$ cat src/rtl/scan_chain_sequencer.sv
// Load/capture/unload sequencer that owns SE/SI of one scan chain and returns the unloaded word.
// Define SCAN_SEQ_COMPARE_EN to latch exp_in and flag result != exp_in on mismatch.
module scan_chain_sequencer #(
  parameter int CHAIN_LEN  = 32,
  parameter int CAP_CYCLES = 1
) (
  input  logic                 CLK,
  input  logic                 RN,
  input  logic                 start,
  input  logic [CHAIN_LEN-1:0] pat_in,
  input  logic [CHAIN_LEN-1:0] exp_in,
  input  logic                 so,
  output logic                 se,
  output logic                 si,
  output logic                 busy,
  output logic                 done,
  output logic [CHAIN_LEN-1:0] result,
  output logic                 mismatch,
  output logic [2:0]           state_dbg
);

  // Handshake: start is accepted only on an edge where the FSM is IDLE; busy is high
  // from that edge until the edge ending DONE; done pulses for the single DONE cycle.

  // Widened to at least 4 bits so the capture window also fits on very short chains.
  localparam int CW = ($clog2(CHAIN_LEN + 1) > 4) ? $clog2(CHAIN_LEN + 1) : 4;
  localparam logic [CW-1:0] LAST_BIT = CW'(CHAIN_LEN - 1);
  localparam logic [CW-1:0] LAST_CAP = CW'(CAP_CYCLES - 1);

  typedef enum logic [2:0] {
    IDLE    = 3'd0,
    LOAD    = 3'd1,
    CAPTURE = 3'd2,
    UNLOAD  = 3'd3,
    DONE    = 3'd4
  } state_t;

  state_t                 state, state_nxt;
  logic [CW-1:0]          cnt;
  logic [CHAIN_LEN-1:0]   sr;
  logic                   accept;
  logic                   phase_end;

  always_comb begin
    state_nxt = state;
    case (state)
      IDLE:    if (start) state_nxt = LOAD;
      LOAD:    if (cnt == LAST_BIT) state_nxt = CAPTURE;
      CAPTURE: if (cnt == LAST_CAP) state_nxt = UNLOAD;
      UNLOAD:  if (cnt == LAST_BIT) state_nxt = DONE;
      DONE:    state_nxt = IDLE;
      default: state_nxt = IDLE;
    endcase
  end

  assign accept    = (state == IDLE) && start;
  assign phase_end = (state_nxt != state);

  always_ff @(posedge CLK or negedge RN) begin
    if (!RN) state <= IDLE;
    else     state <= state_nxt;
  end

  always_ff @(posedge CLK or negedge RN) begin
    if (!RN) begin
      cnt    <= '0;
      sr     <= '0;
      se     <= 1'b0;
      si     <= 1'b0;
      result <= '0;
    end else begin
      cnt <= (phase_end || state == IDLE) ? '0 : cnt + 1'b1;
      se  <= (state_nxt == LOAD) || (state_nxt == UNLOAD);
      si  <= 1'b0;
      if (accept) begin
        sr <= pat_in;
        si <= pat_in[CHAIN_LEN-1];
      end else if (state == LOAD) begin
        // sr still holds the unshifted bit that goes out after this edge
        sr <= {sr[CHAIN_LEN-2:0], 1'b0};
        if (state_nxt == LOAD) si <= sr[CHAIN_LEN-2];
      end else if (state == UNLOAD) begin
        sr <= {sr[CHAIN_LEN-2:0], so};
        if (phase_end) result <= {sr[CHAIN_LEN-2:0], so};
      end
    end
  end

`ifdef SCAN_SEQ_COMPARE_EN
  logic [CHAIN_LEN-1:0] exp_lat;

  always_ff @(posedge CLK or negedge RN) begin
    if (!RN) begin
      exp_lat  <= '0;
      mismatch <= 1'b0;
    end else if (accept) begin
      exp_lat  <= exp_in;
      mismatch <= 1'b0;
    end else if (state == UNLOAD && phase_end) begin
      mismatch <= ({sr[CHAIN_LEN-2:0], so} != exp_lat);
    end
  end
`else
  logic unused_exp;
  assign unused_exp = ^exp_in;
  assign mismatch   = 1'b0;
`endif

  assign busy      = (state != IDLE);
  assign done      = (state == DONE);
  assign state_dbg = state;

endmodule

$ cat config.mk
export PLATFORM = sky130hd
export DESIGN_NAME = scan_chain_sequencer
export DESIGN_NICKNAME = d
export VERILOG_FILES = /design/src/rtl/scan_chain_sequencer.sv
export SDC_FILE = /design/constraint.sdc
export NUM_CORES = 1
export LEC_CHECK = 0
export BUFFER_PORTS_ARGS = -buffer_cell sky130_fd_sc_hd__buf_4
export CAP_MARGIN = 20
export CELL_PAD_IN_SITES_DETAIL_PLACEMENT = 0
export CELL_PAD_IN_SITES_GLOBAL_PLACEMENT = 1
export CORE_ASPECT_RATIO = 0.5
export CORE_MARGIN = 2
export CORE_UTILIZATION = 42
export CTS_CLUSTER_SIZE = 12
export DETAILED_ROUTE_END_ITERATION = 10
export GPL_ROUTABILITY_DRIVEN = 0
export PLACE_DENSITY_LB_ADDON = 0.1
export SLEW_MARGIN = 0
export SYNTH_ARGS = -nofsm -noshare
export SYNTH_HDL_FRONTEND = slang
export SYNTH_SLANG_ARGS = --single-unit
$ cat constraint.sdc
create_clock -name CLK -period 5.4 [get_ports CLK]
set_input_delay 0.27 -clock CLK [delete_from_list [all_inputs] [get_ports CLK]]
set_output_delay 0.27 -clock CLK [all_outputs]
set_load 0.005 [all_outputs]
## Word level (Yosys, flattened, before mapping)

Cells that the tools add are included.

| storage, ports and cells | value |
|---|---|
| flip-flop bits (word level) | 74 |
| latch bits | 0 |
| RAM bits | 0 |
| bits in read-only memories | 0 |
| bits of input ports | 68 |
| output and inout bits | 40 |
| word-level logic and storage cells | 37 |
| memories | 0 |

| cells by class | value |
|---|---|
| add/sub/neg operators | 1 |
| multiply operators | 0 |
| div/mod/pow operators | 0 |
| magnitude comparators | 0 |
| eq/ne operators | 8 |
| shift operators | 0 |
| multiplexer cells | 12 |
| bitwise gates (word level) | 2 |
| reduce and logical (&&, ||, !) cells | 8 |

Operators by type and width:

| kind | number |
|---|---|
| 31-bit 2-to-1 mux | 3 |
| 3-bit 2-to-1 mux | 4 |
| 3-bit case mux with 4 select lines | 1 |
| 3-bit by 2-bit == test with 1-bit output (second input constant) | 3 |
| 6-bit by 1-bit adder with 6-bit output (second input constant) | 1 |
| 3-bit by 1-bit == test with 1-bit output (second input constant) | 2 |
| 6-bit by 5-bit == test with 1-bit output (second input constant) | 1 |
| 6-bit logical NOT | 1 |
| 6-bit 2-to-1 mux | 1 |
| 3-bit nonzero test | 2 |
| 4-bit AND reduction | 1 |
| 3-bit == test (second input constant) | 1 |
| 3-bit logical NOT | 1 |
| 1-bit 2-to-1 mux | 3 |
| 3-bit != test | 1 |
| 1-bit logical OR | 2 |
| 1-bit NOT | 2 |
| 1-bit logical AND | 1 |

## Depth between registers and ports, before layout

Gate-level depths: netlist (run 1).

| logic depth | value |
|---|---|
| word-level depth | 7 |
| depth in mapped cells | 6 |

## Least setup slack after synthesis (run 1)

No wires, ideal clock.

| timing | value |
|---|---|
| path type | flip-flop to flip-flop |
| start | register cnt[0] |
| end | register result[10] |
| arrival | 1.758 ns |
| data required time | 5.275 ns |
| setup slack | 3.517 ns |
| cell stages (with the launch flop) | 6 |
| buffers on the path | 1 |
| clock period less this slack | 1.883 ns |
| cells stage by stage | dfrtp_1 > ha_1 > nand3_1 > nor4b_4 > buf_6 > mux2_2 |

| on the way | value |
|---|---|
| cells in the longest elaborated chain, start to end | 5 |

Ends and longest elaborated chain:

| element | line | RTL |
|---|---|---|
| start, declared | 39 | `logic [CW-1:0] cnt;` |
| start signal, assigned | 72 | `cnt <= (phase_end \|\| state == IDLE) ? '0 : cnt + 1'b1;` |
| 6-bit by 5-bit == test with 1-bit output or 6-bit logical NOT (tied branches) | 48, 50, 49 |  |
| 3-bit 2-to-1 mux, on equally long branches | 50, 48, 49 |  |
| 3-bit case mux with 4 select lines * | 46 | `case (state)` |
| 3-bit != test * | 57 | `assign phase_end = (state_nxt != state);` |
| 4-bit AND reduction (no line) * | - |  |
| end signal, assigned | 84 | `if (phase_end) result <= {sr[CHAIN_LEN-2:0], so};` |
| end, declared | 17 | `output logic [CHAIN_LEN-1:0] result,` |

Every way passes the cells marked *; elsewhere a longest branch is shown, timed or not.
A chain may end at the register's enable or synchronous reset.

## Worst setup path after layout (run 1)

| timing | value |
|---|---|
| start | register state[0] (netlist: state_dbg[0]) |
| end | register result[24] |

| on the way | value |
|---|---|
| cells in the longest elaborated chain, start to end | 4 |

Ends and longest elaborated chain:

| element | line | RTL |
|---|---|---|
| start, declared | 38 | `state_t state, state_nxt;` |
| start signal, assigned | 61 | `else state <= state_nxt;` |
| 3-bit by 2-bit == test with 1-bit output (tied with other cells) | 46, 82 |  |
| 3-bit case mux with 4 select lines or 1-bit logical AND (tied branches) | 46, 56 |  |
| 3-bit != test or 1-bit NOT (tied branches) | - |  |
| 4-bit AND reduction (no line) * | - |  |

Marks and branches as above.

==> results of run 1 <==
-- flip-flops by register name, indices dropped and copies added (netlist names) --
signal	count
sr	31
si	1
result	32
cnt	6
state_dbg	3
se	1
-- layout make-up --
cell class | instances | area (µm²) | share of cell area
sequential | 74 | 1850 | 0.460
clock buffer | 10 | 229 | 0.0569
inverter | 4 | 15.0 | 0.00373
clock inverter | 6 | 57.6 | 0.0143
timing repair buffer | 77 | 578 | 0.144
tap | 96 | 120 | 0.0298
multi-input combinational | 136 | 1170 | 0.292
-- metrics by stage --
step | instance area, µm² | util | hold WS (ns) | instances
final | 4030 | 0.554 | 0.0673 | 403
after CTS | 4030 | 0.554 | 0.113 | 403
after global routing | 4030 | 0.554 | 0.134 | 403
after global placement | 3740 | 0.514 | 0.460 | 387
after floorplan | 3110 | - | -0.0256 | 228
after detailed placement | 3740 | 0.514 | 0.472 | 387
-- layer usage --
layer / GRT usage / part of all wire
met5: 0 / 0
met4: 0.0701 / 0.017
met1: 0.221 / 0.46
met3: 0.0628 / 0.067
met2: 0.280 / 0.46
-- path summary, 6_finish.rpt --
path | endpoint | cells past startpoint | slack, ns | startpoint
hold / removal | result[8] | 1 | 0.07 | RN
min in group CLK | si | 3 | 0.13 | pat_in[31]
hold reg to reg | sr[11] | 1 | 0.50 | sr[11]
setup / recovery | result[24] | 4 | 2.80 | state_dbg[0]
setup reg to reg | result[24] | 4 | 2.80 | state_dbg[0]
max in group asynchronous | result[17] | 1 | 4.72 | RN
-- cells by family after synthesis --
kind of cell,count (synthesis),share of synthesized area
buffers and inverters,18,0.0313
other,1,0.00120
xor gates and xnor gates,3,0.00844
AOI/OAI and AO/OA,72,0.178
DFF,74,0.595
muxes,34,0.122
adders and majority gates,2,0.00804
and+or+nand+nor,24,0.0559
-- power groups by stage --
stage / Clock [mW] / Combinational, mW / Sequential (mW)
2_1_floorplan: 0 / 0.0117 / 0.574
3_3_place_gp: 0 / 0.0430 / 0.575
3_5_place_dp: 0 / 0.0441 / 0.575
4_1_cts: 0.594 / 0.0444 / 0.565
5_1_grt: 0.614 / 0.0479 / 0.566
6_report: 0.576 / 0.0430 / 0.566
-- cell usage in the layout (no fill, tap or decap), types with 2 or more instances in the layout --
cell type | Yosys | routed
clkbuf_16 | 0 | 9
and3_1 | 2 | 2
clkinv_2 | 0 | 4
a21oi_1 | 4 | 4
nand3b_1 | 2 | 2
mux2i_1 | 2 | 2
nand2_1 | 5 | 5
a22o_1 | 28 | 28
buf_4 | 1 | 77
dfrtp_1 | 74 | 74
o21ai_0 | 5 | 5
nand3_1 | 3 | 3
inv_1 | 4 | 4
mux2_2 | 30 | 30
xor2_1 | 2 | 2
a21o_1 | 28 | 28
ha_1 | 2 | 2
or3_1 | 2 | 2
mux2_1 | 2 | 2
nand2b_1 | 2 | 2
nor4b_4 | 2 | 2
or4_1 | 3 | 3
-- synthesized netlist by cell type (all sizes together) --
cell type	instances
a211oi	1
a21boi	1
a21o	28
a21oi	4
a221o	1
a22o	28
a22oi	1
and3	2
buf	8
clkbuf	6
conb	1
dfrtp	74
ha	2
inv	4
mux2	32
mux2i	2
nand2	5
nand2b	2
nand3	3
nand3b	2
nor2	1
nor2b	1
nor3b	1
nor4b	2
o2111ai	1
o21ai	6
o31ai	1
or3	2
or4	3
xnor2	1
xor2	2
-- critical path, cell delays in order, from the launching register on --
cell and delay (ns):
dfrtp_1 0.49, nor2b_4 0.82, nor4b_4 0.33, buf_4 0.45, mux2_2 0.39
==> impl_metrics.json, run 1 <==
{
  "fin_crit_sh": 0.482,
  "finalCriticalPeriod_ns": 2.60,
  "dr.pass1.iters": 4,
  "relSlewSlack": 0.378,
  "status": "finished, final reports clean",
  "synth_nets": 298,
  "synth.top_cell.area_share": 0.595,
  "grt_use_total": 0.175,
  "rsz0062_at_grt": "false",
  "htree_levels": 3,
  "switching_share": 0.207,
  "grt_max_degree": 75,
  "core_area_um2": 7270,
  "dpl_worst_slack_ns": 2.76,
  "grt_pass1_vias": 2209,
  "holdBufCountCts": 0,
  "routedWlPerCell_um": 16.3,
  "arrival_ns": 2.82,
  "nFillCells": 638,
  "antenna_left": 0,
  "vias": 2120,
  "syn_to_final_growth_pct": 29.3,
  "critPathKind": "flip-flop to flip-flop",
  "drv_slew": 0,
  "fin_total_pwr_mw": 1.18,
  "required_ns": 5.62,
  "final.setup.tns_ns": 0,
  "grt_pass1_wl_um": 11000,
  "antenna_found_initial": 0,
  "clkLatencyLatePin_ns": 0.33,
  "clock_sinks": 74,
  "synth_largest_area_cell": "dfrtp_1",
  "cts_made_buffers": 9,
  "comb_power_share": 0.036,
  "pin_count": 108,
  "skew_ns": 0.00331,
  "clock.fmax_mhz": 384,
  "power_frac_seq": 0.477,
  "netlist_area_um2": 3110,
  "fp.dieH_um": 64.9,
  "synthTopCellsByArea": "dfrtp_1 59%, mux2_2 11%, a22o_1 7.9%",
  "rows": 22,
  "p_leak_nw": 2.19,
  "dp_hpwl_um": 4050,
  "cts_root_buf": "clkbuf_16",
  "seq_area_frac_synth": 0.595,
  "cts_tree": "yes",
  "p_sw_uw": 245,
  "yosys.cell_types.count": 36,
  "route.detailed.drc": 0,
  "die_x_um": 126,
  "drt_iter0_drc": 152,
  "nets": 372,
  "cp_max_fo": 35,
  "postCtsSetupBuffers": 0,
  "viasPerCell": 5.26,
  "drive_above_1_share": 0.410,
  "hold_path.class": "input port to asynchronous set/reset pin",
  "clkTransAtPathRegs_ns": 0.06,
  "synth_seq_cells": 74,
  "routed_wl_um": 6590,
  "setup_ws_ns": 2.80,
  "port_buffers": 74,
  "grt-ovfl-total": 0,
  "initial_core_util": 0.428,
  "cts_max_path_buffers": 2,
  "antenna_cells": 0,
  "vdd_ir_drop_max_v": 0.000147,
  "hold_viol_final": 0,
  "postCtsResizedCells": 0,
  "dieArea_um2": 8160,
  "startpoint_type": "flip-flop",
  "drv_cap": 0,
  "tightest_slew_ns": 0.933,
  "clkPwrFrac": 0.486,
  "synth_warnings": 0,
  "avgSynthCellArea_um2": 13.7,
  "synth_cells": 228,
  "pwr_density_cell_nw_per_um2": 294,
  "internal-power_uw": 940,
  "end_kind": "flip-flop",
  "setup_viol": 0
}
(Power assumes the default switching activity.)
==> run 2, diff against run 1 <==
--- a/config.mk
+++ b/config.mk
@@ -5,13 +5,14 @@
 export SDC_FILE = /design/constraint.sdc
 export NUM_CORES = 1
 export LEC_CHECK = 0
+export ABC_AREA = 1
 export BUFFER_PORTS_ARGS = -buffer_cell sky130_fd_sc_hd__buf_4
 export CAP_MARGIN = 20
 export CELL_PAD_IN_SITES_DETAIL_PLACEMENT = 0
 export CELL_PAD_IN_SITES_GLOBAL_PLACEMENT = 1
 export CORE_ASPECT_RATIO = 0.5
 export CORE_MARGIN = 2
-export CORE_UTILIZATION = 42
+export CORE_UTILIZATION = 38
 export CTS_CLUSTER_SIZE = 12
 export DETAILED_ROUTE_END_ITERATION = 10
 export GPL_ROUTABILITY_DRIVEN = 0
==> constraint.sdc (replaced) <==
create_clock -name CLK -period 2.7 [get_ports CLK]
set_input_delay 0.135 -clock CLK [delete_from_list [all_inputs] [get_ports CLK]]
set_output_delay 0.135 -clock CLK [all_outputs]
set_load 0.005 [all_outputs]
==> impl_metrics.json, run 2 <==
{
  "status": "finished, final reports clean",
  "skew_ns": 0.00489,
  "synth_warnings": 0,
  "initial_core_util": 0.397,
  "synth-async-reset-ratio": 1.00,
  "power_frac_seq": 0.440,
  "cts_tree": "yes",
  "grt-ovfl-total": 0,
  "fin_total_pwr_mw": 2.55,
  "routed_wl_um": 7020,
  "drv_cap": 0,
  "routedWlPerCell_um": 14.0,
  "rsz0062_at_grt": "false",
  "startpoint_type": "flip-flop",
  "clock.fmax_mhz": 550,
  "postCtsSetupBuffers": 0,
  "clock_sinks": 74,
  "synth_cells": 309,
  "vdd_ir_drop_max_v": 0.000383,
  "setup_viol": 0,
  "switching_share": 0.198,
  "pin_count": 108,
  "die_x_um": 134,
  "cts_max_path_buffers": 2,
  "cts_made_buffers": 9,
  "port_buffers": 74,
  "route.detailed.drc": 0,
  "rows": 23,
  "comb_power_share": 0.036,
  "antenna_found_initial": 0,
  "hold_path.class": "input port to flip-flop",
  "dr.pass1.iters": 4,
  "required_ns": 2.95,
  "drive_above_1_share": 0.352,
  "synth_ff_type": "dfrtp_1",
  "netlist_area_um2": 3210,
  "viasPerCell": 4.76,
  "fp.dieH_um": 69.0,
  "clkLatencyLatePin_ns": 0.33,
  "seq_area_frac_synth": 0.577,
  "setup_ws_ns": 0.883,
  "synth.top_cell.area_share": 0.577,
  "antenna_cells": 0,
  "synth_largest_area_cell": "dfrtp_1",
  "worstReg2RegStart": "cnt[0]",
  "dieArea_um2": 9240,
  "fin_crit_sh": 0.673,
  "pwr_density_cell_nw_per_um2": 611,
  "grt_use_total": 0.165,
  "cp_max_fo": 64,
  "synth_edf_count": 0,
  "registers.top_by_ff_count": "result",
  "avgSynthCellArea_um2": 10.4,
  "synthTopCellsByArea": "dfrtp_1 58%, o21ai_2 8.7%, o221ai_1 8.5%",
  "layout_commonest_cell": "buf_4",
  "grt_max_degree": 75,
  "min_from": "pat_in[20]",
  "critPathKind": "flip-flop to flip-flop",
  "end_kind": "flip-flop",
  "drv_slew": 0,
  "grt_pass1_vias": 2399,
  "final_cell_mix": "77 x buf_4, 74 x dfrtp_1, 72 x nand2_1, 41 x inv_1, 32 x o21ai_2",
  "synth_most_common_cell": "dfrtp_1",
  "clkTransAtPathRegs_ns": 0.06,
  "antenna_left": 0,
  "vias": 2385,
  "dp_hpwl_um": 4480,
  "tightest_slew_ns": 0.955,
  "dpl_worst_slack_ns": 0.891,
  "syn_to_final_growth_pct": 30.3,
  "grt_pass1_wl_um": 11500,
  "finalCriticalPeriod_ns": 1.82,
  "htree_levels": 3,
  "internal-power_mw": 2.05,
  "hold_viol_final": 0,
  "synth_seq_cells": 74,
  "clkPwrFrac": 0.524,
  "relSlewSlack": 0.363,
  "core_area_um2": 8090,
  "netlist_top_cells_count": "74 x dfrtp_1, 72 x nand2_1, 41 x inv_1",
  "synth_nets": 379,
  "p_sw_uw": 505,
  "p_leak_nw": 2.04,
  "drt_iter0_drc": 115,
  "final.setup.tns_ns": 0,
  "crit_start": "cnt[0]",
  "postCtsResizedCells": 0,
  "yosys.cell_types.count": 27,
  "nets": 454,
  "top_regs": "result: 32 flops, sr: 31 flops, cnt: 6 flops",
  "arrival_ns": 2.07,
  "cts_root_buf": "clkbuf_16",
  "largest_reg_flops": 32
}
run 2: path summary, 6_finish.rpt:
check | slack (ns) | cells past startpoint | to
hold / removal | 0.01 | 3 | sr[20]
min in group asynchronous | 0.48 | 2 | result[26]
setup reg to reg | 0.88 | 8 | result[14]
hold reg to reg | 0.48 | 2 | result[20]
max in group asynchronous | 1.58 | 2 | result[14]
setup / recovery | 0.88 | 8 | result[14]
run 2: cells by family after synthesis:
kind of cell / after synthesis / share of synthesized area
flip-flops: 74 / 0.577
AO/OA/AOI/OAI: 66 / 0.177
other: 1 / 0.00117
buffers and inverters: 61 / 0.0897
AND/OR/NAND/NOR: 101 / 0.136
adder cells (fa/ha/maj): 2 / 0.00780
XOR/XNOR: 4 / 0.0109
run 2: routing by layer:
metal	routed length [µm]	vias to the layer above	share of wire	GRT usage
li1	-	1164	-	-
met1	3310	1161	0.47	0.195
met2	3310	53	0.47	0.283
met3	312	7	0.044	0.0614
met4	79	0	0.011	0.0625
met5	0	-	0	0
run 2: power by group through the flow:
stage                     Combinational, mW  Sequential, mW  Clock [mW]
after floorplan                      0.0232            1.14           0
after global placement               0.0883            1.14           0
after detailed placement             0.0889            1.14           0
after CTS                            0.0931            1.12        1.36
after global routing                  0.101            1.12        1.41
final                                0.0906            1.12        1.34
run 2: metrics by stage:
step / std cells / instance area [µm²] / util / hold WS, ns
after global placement: 482 / 3810 / 0.471 / 0.337
after global routing: 501 / 4180 / 0.517 / 0.0135
after floorplan: 309 / 3210 / - / -0.161
after detailed placement: 482 / 3810 / 0.471 / 0.344
final: 501 / 4180 / 0.517 / 0.0109
after CTS: 501 / 4180 / 0.517 / 0.000792
run 2: critical path: stages (launching register included):
cell,delay [ns]
dfrtp_1,0.41
ha_1,0.24
nand3_2,0.09
nor2_2,0.06
inv_2,0.07
nor2_4,0.04
inv_4,0.56
nand2_1,0.14
o21ai_2,0.09
run 2: cell type report:
class	count	area [µm²]
flip-flops and latches	74	1850
well taps	112	140
inverters	45	171
repair buffers	80	608
clock buffers	12	267
multi-input cells	174	1070
clock inverters	4	72.6
fillers	756	3910
run 2: repair_timing:
action,in CTS,in global routing
hold endpoints to repair,49,0
endpoints found under the setup margin,0,0
hold buffers,3,0
